File: config.mk
export PLATFORM = sky130hd
export DESIGN_NAME = eth_pkt_gen
export DESIGN_NICKNAME = d
export VERILOG_FILES = /design/src/rtl/eth_pkt_gen.sv
export SDC_FILE = /design/constraint.sdc
export NUM_CORES = 1
export LEC_CHECK = 0
export CELL_PAD_IN_SITES_DETAIL_PLACEMENT = 0
export CELL_PAD_IN_SITES_GLOBAL_PLACEMENT = 2
export CORE_MARGIN = 1.5
export CORE_UTILIZATION = 32
export CTS_BUF_LIST = sky130_fd_sc_hd__clkbuf_8
export CTS_CLUSTER_SIZE = 10
export DETAILED_ROUTE_END_ITERATION = 8
export PLACE_DENSITY = 0.95
export SLEW_MARGIN = 15
export SYNTH_ARGS = -nofsm -noshare
export SYNTH_HDL_FRONTEND = slang
export SYNTH_SLANG_ARGS = --single-unit
export TNS_END_PERCENT = 10
File: constraint.sdc
create_clock -name clk -period 11.49 [get_ports clk]
set_clock_uncertainty 0.15 [all_clocks]
set_input_delay 1.149 -clock clk [delete_from_list [all_inputs] [get_ports clk]]
set_output_delay 1.149 -clock clk [all_outputs]
set_load 0.01 [all_outputs]
File: src/rtl/eth_pkt_gen.sv
// eth_pkt_gen: Ethernet test-frame generator on a 64-bit Avalon-ST TX port.
// Optional build macro ETH_PKT_GEN_ERR_INJ_EN enables first-frame error inject.
module eth_pkt_gen #(
  parameter int DATA_W = 64
) (
  input  logic              clk,
  input  logic              reset,
  input  logic [47:0]       gen_dst_addr,
  input  logic [47:0]       gen_src_addr,
  input  logic [31:0]       gen_pkt_number,
  input  logic [10:0]       gen_pkt_length,
  input  logic [9:0]        gen_pkt_delay,
  input  logic [31:0]       gen_pkt_ctrl,
  output logic [31:0]       gen_pkt_stat,
  output logic [DATA_W-1:0] tx_data,
  output logic              tx_valid,
  output logic              tx_sop,
  output logic              tx_eop,
  output logic [2:0]        tx_empty,
  output logic              tx_error,
  input  logic              tx_ready
);

  typedef enum logic [1:0] {
    IDLE,
    SEND,
    GAP
  } state_t;

  state_t state;
  state_t state_nxt;

  logic [47:0] dst_r;
  logic [47:0] src_r;
  logic [31:0] num_r;
  logic [10:0] len_r;
  logic [9:0]  dly_r;
  logic [9:0]  gcnt;
  logic [7:0]  wcnt;
  logic [31:0] sent;
  logic        done_r;
  logic        stop_pend;

  logic        start;
  logic        stop;
  logic        go;
  logic        acc;
  logic        eop;
  logic        last;
  logic [10:0] len_eff;
  logic [7:0]  last_w;
  logic [29:0] cnt30;
  logic [15:0] len_fld;
  logic [7:0]  hdr [16];
  logic [63:0] word;
  logic [10:0] bidx;

  assign start = gen_pkt_ctrl[0];
  assign stop  = gen_pkt_ctrl[1];
  assign go    = (state == IDLE) && start && !stop;

  assign len_eff =
    (gen_pkt_length < 11'd60)   ? 11'd60 :
    (gen_pkt_length > 11'd1514) ? 11'd1514 :
    gen_pkt_length;

  assign last_w = 8'((len_r - 11'd1) >> 3);
  assign eop    = (wcnt == last_w);
  assign acc    = (state == SEND) && tx_ready;
  assign last   = (num_r != 32'd0) && (sent + 32'd1 == num_r);

  always_comb begin
    state_nxt = state;
    unique case (state)
      IDLE: begin
        if (go) state_nxt = SEND;
      end
      SEND: begin
        if (acc && eop) begin
          if (last || stop_pend || stop) state_nxt = IDLE;
          else if (dly_r != 10'd0)       state_nxt = GAP;
          else                           state_nxt = SEND;
        end
      end
      GAP: begin
        if (stop)                  state_nxt = IDLE;
        else if (gcnt == 10'd1)    state_nxt = SEND;
      end
      default: state_nxt = IDLE;
    endcase
  end

  always_ff @(posedge clk or posedge reset) begin
    if (reset) state <= IDLE;
    else       state <= state_nxt;
  end

  always_ff @(posedge clk or posedge reset) begin
    if (reset) begin
      dst_r     <= '0;
      src_r     <= '0;
      num_r     <= '0;
      len_r     <= 11'd60;
      dly_r     <= '0;
      gcnt      <= '0;
      wcnt      <= '0;
      sent      <= '0;
      done_r    <= 1'b0;
      stop_pend <= 1'b0;
    end else begin
      if (go) begin
        dst_r     <= gen_dst_addr;
        src_r     <= gen_src_addr;
        num_r     <= gen_pkt_number;
        len_r     <= len_eff;
        dly_r     <= gen_pkt_delay;
        wcnt      <= '0;
        sent      <= '0;
        done_r    <= 1'b0;
        stop_pend <= 1'b0;
      end
      if (state == SEND && stop) stop_pend <= 1'b1;
      if (acc) begin
        wcnt <= eop ? 8'd0 : wcnt + 8'd1;
        if (eop && sent != '1) sent <= sent + 32'd1;
      end
      // gap counter loads on entry and runs down to 1
      if (state_nxt == GAP && state != GAP) gcnt <= dly_r;
      else if (state == GAP)                gcnt <= gcnt - 10'd1;
      if (state != IDLE && state_nxt == IDLE) done_r <= 1'b1;
    end
  end

  assign len_fld = {5'd0, len_r} - 16'd14;

  always_comb begin
    for (int j = 0; j < 6; j++) begin
      hdr[j]     = dst_r[47-8*j -: 8];
      hdr[j + 6] = src_r[47-8*j -: 8];
    end
    hdr[12] = len_fld[15:8];
    hdr[13] = len_fld[7:0];
    hdr[14] = 8'h00;
    hdr[15] = 8'h00;
  end

  // bytes past the frame length stay zero as padding
  always_comb begin
    word = '0;
    bidx = '0;
    for (int k = 0; k < 8; k++) begin
      bidx = {wcnt, 3'(k)};
      if (bidx < len_r) begin
        if (bidx < 11'd14) word[63-8*k -: 8] = hdr[bidx[3:0]];
        else               word[63-8*k -: 8] = 8'(bidx - 11'd14);
      end
    end
  end

  assign tx_valid = (state == SEND);
  assign tx_data  = tx_valid ? word : '0;
  assign tx_sop   = tx_valid && (wcnt == 8'd0);
  assign tx_eop   = tx_valid && eop;
  assign tx_empty = tx_eop ? (3'd0 - len_r[2:0]) : 3'd0;

  assign cnt30 = (|sent[31:30]) ? {30{1'b1}} : sent[29:0];
  assign gen_pkt_stat = {state != IDLE, done_r, cnt30};

`ifdef ETH_PKT_GEN_ERR_INJ_EN
  logic err_r;
  logic unused_ctrl;

  always_ff @(posedge clk or posedge reset) begin
    if (reset)   err_r <= 1'b0;
    else if (go) err_r <= gen_pkt_ctrl[3];
  end

  assign tx_error    = tx_eop && err_r && (sent == 32'd0);
  assign unused_ctrl = ^{gen_pkt_ctrl[31:4], gen_pkt_ctrl[2]};
`else
  logic unused_ctrl;

  assign tx_error    = 1'b0;
  assign unused_ctrl = ^gen_pkt_ctrl[31:2];
`endif

endmodule

# == After elaboration in Yosys (flattened, before gate mapping) ==
# Cells that the tools add are included.
# totals
elab_cells,155
inputBits,184
register_bits,203
# classes
n_eq_ne,8
bitwise_logic,8
n_lt_le_gt_ge,26
add_sub_neg,14
n_reduce_logical,25
mux,63
# op_table
operator,count
$mux W8,35
$bmux W8 S4,8
$mux W32,3
$lt A11 B11 Y1,8
$lt A11 B4 Y1 const B,8
$mux W64,1
$sub A8 B4 Y8 const B,8
$ge A5 B5 Y1 const B,8
$not A4 Y5,8
$add A32 B1 Y32 const B,1
$eq A32 B32 Y1,1
$ne A32 B32 Y1 const B,1
$reduce_bool A32 Y1,1
$mux W30,1
$mux W11,2
$mux W10,2
$mux W2,6
$sub A11 B4 Y12 const B,1
$gt A11 B11 Y1 const B,1
$logic_and A1 B1 Y1,11
$lt A11 B6 Y1 const B,1
$sub A11 B1 Y11 const B,1
$eq A10 B1 Y1 const B,1
$reduce_bool A10 Y1,1
16 further kinds,25

# == Longest topological paths before layout ==
# depth
word_depth,11
depth_mapped,13
ltp_nobuf,11

# == Worst setup path after synthesis ==
# No wires, ideal clock.
# synth_timing
path_kind,register to output
start,register len_r[8]
end,output tx_data[24]
n_path_buf,1
stages_incl_launch_ff,12
arrival_ns,2.953
setup_slack_ns,7.238
cell_sequence,dfrtp_1 > clkbuf_1 > inv_1 > ha_1 > a21o_1 > a21o_1 > a21o_1 > a21oi_1 > o21ai_0 > or2_2 > a21o_1 > a2111oi_0
# synth_between
elab_chain_len,7
word_cells_on_any_way,8
classes_between,add/sub (1); order compare (1); mux (6)
# synth_rtl
item,line,rtl
from (decl),36,logic [10:0] len_r;
from (signal assigned),115,len_r <= len_eff;
$sub A11 B4 Y12,134,"assign len_fld = {5'd0, len_r} - 16'd14;"
$bmux W8 S4,154,if (bidx < 11'd14) word[63-8*k -: 8] = hdr[bidx[3:0]];
$mux W8 (not written as such) (2 in a row),154,
$mux W8,154,
$mux W8 *,153,if (bidx < len_r) begin
$mux W64 *,161,assign tx_data = tx_valid ? word : '0;
to (decl),15,"output logic [DATA_W-1:0] tx_data,"
# Every way passes the cells marked *; elsewhere a longest branch is shown, timed or not. The select of a mux whose other input is x is not followed.

# == Worst setup path in the final report ==
# layout_timing
start,register len_r[8]
end,output tx_data[41]
# Same word-level chain as after synthesis.

==> impl_metrics.prom <==
# TYPE chip_impl_metric gauge
chip_impl_metric{name="post_route_ant_nets",unit=""} 0
chip_impl_metric{name="cts.sinks",unit=""} 203
chip_impl_metric{name="chipWidth",unit="um"} 197
chip_impl_metric{name="max-slew-margin-rel",unit=""} 0.314
chip_impl_metric{name="die_height",unit="um"} 197
chip_impl_metric{name="grt.total_usage",unit=""} 0.209
chip_impl_metric{name="postCtsResizedCells",unit=""} 0
chip_impl_info{name="timing.critical_path.to_type",value="primary output"} 1
chip_impl_metric{name="synthesis.yosys.warnings",unit=""} 0
chip_impl_info{name="ordered_list_of_cells_on_the_worst_path",value="inv_1 -> ha_1 -> a21o_1 -> a21o_1 -> a21o_1 -> a21oi_1 -> o21ai_0 -> or2_2 -> a21o_1 -> or2_2 -> nor2_1 -> clkdlybuf4s50_1"} 1
chip_impl_metric{name="initial_utilization",unit=""} 0.327
chip_impl_metric{name="totalNegativeSetupSlack",unit="ns"} 0
chip_impl_metric{name="cts_inserted_buffers",unit=""} 40
chip_impl_metric{name="grt_start_max_net_pins",unit=""} 131
chip_impl_metric{name="timing.reg2reg.setup_slack",unit="ns"} 6.91
chip_impl_metric{name="max_slew.worst_pin.slew",unit="ns"} 1.03
chip_impl_metric{name="routed_wl",unit="mm"} 41.0
chip_impl_metric{name="clock_latency",unit="ns"} 0.56
chip_impl_metric{name="min_period",unit="ns"} 5.69
chip_impl_info{name="root_buffer",value="clkbuf_8"} 1
chip_impl_metric{name="dr_wl_cell",unit="um"} 18.3
chip_impl_metric{name="ys_seq_elements",unit=""} 203
chip_impl_info{name="min_path_type",value="flip-flop to flip-flop"} 1
chip_impl_metric{name="timing.fmax",unit="MHz"} 176
chip_impl_metric{name="core_area",unit="um2"} 36900
chip_impl_info{name="rsz0062_at_grt",value="no"} 1
chip_impl_metric{name="final_net_count",unit=""} 1909
chip_impl_metric{name="finalSetupViolCount",unit=""} 0
chip_impl_metric{name="gr-total-overflow",unit=""} 0
chip_impl_metric{name="final_layout_size_suffix_gt1_frac",unit=""} 0.0561
chip_impl_metric{name="clkTransAtPathRegs",unit="ns"} 0.06
chip_impl_metric{name="detail_route.drc_violations",unit=""} 0
chip_impl_info{name="post-synth-top-area-cell",value="dfrtp_1"} 1
chip_impl_info{name="worst_path_dominant_cell_family",value="compound AO/OA/AOI/OAI gates"} 1
chip_impl_info{name="yosys-top-cells-area",value="dfrtp_1 41%, nand2_1 15%, o21ai_0 3.7%"} 1
chip_impl_metric{name="cts_buffer_depth",unit=""} 3
chip_impl_metric{name="first_global_vias",unit=""} 11352
chip_impl_info{name="critical_path.startpoint_type",value="flip-flop"} 1
chip_impl_metric{name="worst-path-buf-inv",unit=""} 2
chip_impl_metric{name="cts_h_tree_lvls",unit=""} 2
chip_impl_metric{name="yosys.cell_types.count",unit=""} 74
chip_impl_metric{name="antenna_cells",unit=""} 0
chip_impl_metric{name="route.vias.total",unit=""} 11456
chip_impl_metric{name="power.static_leakage",unit="uW"} 0.00726
chip_impl_metric{name="cellPowerDensity",unit="nW/um2"} 194
chip_impl_metric{name="mappedNetlistNets",unit=""} 1703
chip_impl_metric{name="synth_top_area_share",unit=""} 0.412
chip_impl_metric{name="io_buffers",unit=""} 255
chip_impl_metric{name="power.total",unit="uW"} 3060
chip_impl_metric{name="synthCells",unit=""} 1496
chip_impl_metric{name="floorplan.rows",unit=""} 70
chip_impl_metric{name="ios",unit=""} 287
chip_impl_metric{name="initial_antenna_violation_count",unit=""} 2
chip_impl_metric{name="max-vdd-ir-drop",unit="V"} 0.000126
chip_impl_metric{name="vias_per_cell",unit=""} 5.13
chip_impl_metric{name="crit_arrival",unit="ns"} 4.39
chip_impl_metric{name="postSynthAreaPerCell",unit="um2"} 8.07
chip_impl_metric{name="die-area",unit="um2"} 38900
chip_impl_metric{name="routabilityCongestion",unit=""} 0.875
chip_impl_info{name="status",value="finished clean"} 1
chip_impl_metric{name="worst_path_largest_cell_delay",unit="ns"} 0.56
chip_impl_metric{name="post_synth_instance_area",unit="um2"} 12100
chip_impl_metric{name="first_pass_grt_wire_length",unit="mm"} 63.5
chip_impl_info{name="cp_common_cell",value="a21o_1"} 1
chip_impl_metric{name="max_cap_viol_count",unit=""} 0
chip_impl_metric{name="postCtsSetupRepairBufs",unit=""} 0
chip_impl_metric{name="final_worst_path_period_share",unit=""} 0.495
chip_impl_metric{name="firstDrtPassIters",unit=""} 5
chip_impl_metric{name="cp.required",unit="ns"} 10.19
chip_impl_metric{name="drt-initial-drc-count",unit=""} 571
chip_impl_metric{name="dp_hpwl",unit="mm"} 28.7
chip_impl_metric{name="layout-area-overhead-vs-synth",unit="%"} 30.3
chip_impl_info{name="commonest_cells_after_routing_fill_and_taps_aside",value="482 x nand2_1, 255 x clkdlybuf4s50_1, 198 x dfrtp_1"} 1
chip_impl_metric{name="synth-edff-count",unit=""} 0
chip_impl_info{name="commonest_non_fill_non_tap_cell_in_the_layout",value="nand2_1"} 1
chip_impl_metric{name="ctsHoldBuffers",unit=""} 0
chip_impl_info{name="critPathSlowestCell",value="clkdlybuf4s50_1"} 1
chip_impl_metric{name="timing_hold_violations_final",unit=""} 0
chip_impl_metric{name="synth_sequential_area_ratio",unit=""} 0.421
chip_impl_metric{name="report.final.slew_viol_count",unit=""} 0
chip_impl_info{name="cts_tree",value="yes"} 1
chip_impl_metric{name="cp_max_fo",unit=""} 7
chip_impl_metric{name="postSynth.asyncResetShare",unit=""} 1.00
chip_impl_info{name="setup.worst_path.class",value="flip-flop to primary output"} 1
chip_impl_info{name="postSynth.topFlopCell",value="dfrtp_1"} 1
power by group:
group	leakage [uW]	internal [uW]	switching [uW]	total (uW)
logic	0.00421	612	673	1280
clock network	0.000458	391	327	718
registers	0.00259	885	172	1060
cell families after synthesis:
group                      after synthesis  synth area share
AOI/OAI and AO/OA                      259             0.137
xor gates and xnor gates                74            0.0548
adders and majority gates               23            0.0238
buffers and inverters                  133            0.0441
DFF                                    203             0.421
muxes                                   34            0.0282
other                                    1          0.000311
and+or+nand+nor                        769             0.291
layer usage:
| layer | vias to the layer above | GRT usage | routed length, um |
|---|---|---|---|
| li1 | 5530 | - | - |
| met1 | 5455 | 0.264 | 17500 |
| met2 | 370 | 0.328 | 18200 |
| met3 | 97 | 0.0710 | 3810 |
| met4 | 4 | 0.0814 | 1410 |
| met5 | - | 0 | 23 |
sequential cells by signal (all words and copies together) (netlist names), 2 cells and up:
register	count
dly_r	10
dst_r	48
gcnt	10
len_r	11
num_r	32
sent	32
src_r	48
state	2
wcnt	8
metrics by stage:
step                      worst slack (ns)  std cells  area (um2)  hold WS, ns   util
final                                 5.80       2233       15700        0.315  0.427
after global routing                  5.45       2233       15700        0.336  0.427
after CTS                             5.74       2233       15700        0.318  0.426
after detailed placement              6.38       2164       15000        0.304  0.406
after global placement                6.38       2164       15000        0.301  0.406
after floorplan                       4.66       1496       12100        0.287      -
synth_stat cells, types with 21 or more instances:
cell	instances
a211oi_1	21
xor2_1	27
ha_1	23
inv_1	29
a21oi_1	54
nor3_1	26
xnor2_1	46
nand2_1	482
o31ai_1	22
nand3_1	33
dfrtp_1	199
clkbuf_1	83
o21ai_0	89
or3_1	34
mux2i_1	34
nor2_1	64
worst reg2reg max path, delay by kind of cell (launching register included):
family	cells	cell delay (ns)
simple gates	4	1.86
compound gates	3	1.19
flops	1	0.43
fa+ha+maj	1	0.21
xor+xnor	1	0.16
mux	1	0.28
buf+inv	1	0.19
area by class of cell:
class	instances	area (um2)
multi-input cells	1160	6500
flip-flops and latches	203	5090
repair buffers	267	2640
clock buffers	47	647
fillers	3734	21100
well taps	504	631
clock inverters	22	114
inverters	30	120
worst paths after layout:
kind,endpoint,cells past startpoint,startpoint
setup / recovery,tx_data[41],12,len_r[8]$_DFFE_PP0P_
hold / removal,src_r[33]$_DFFE_PP0P_,2,src_r[33]$_DFFE_PP0P_
setup reg to reg,gcnt[1]$_DFFE_PP0P_,11,len_r[1]$_DFFE_PP0P_
hold reg to reg,src_r[33]$_DFFE_PP0P_,2,src_r[33]$_DFFE_PP0P_
max in group asynchronous,num_r[24]$_DFFE_PP0P_,3,reset
min in group asynchronous,dly_r[2]$_DFFE_PP0P_,2,reset
(Power assumes the default switching activity.)
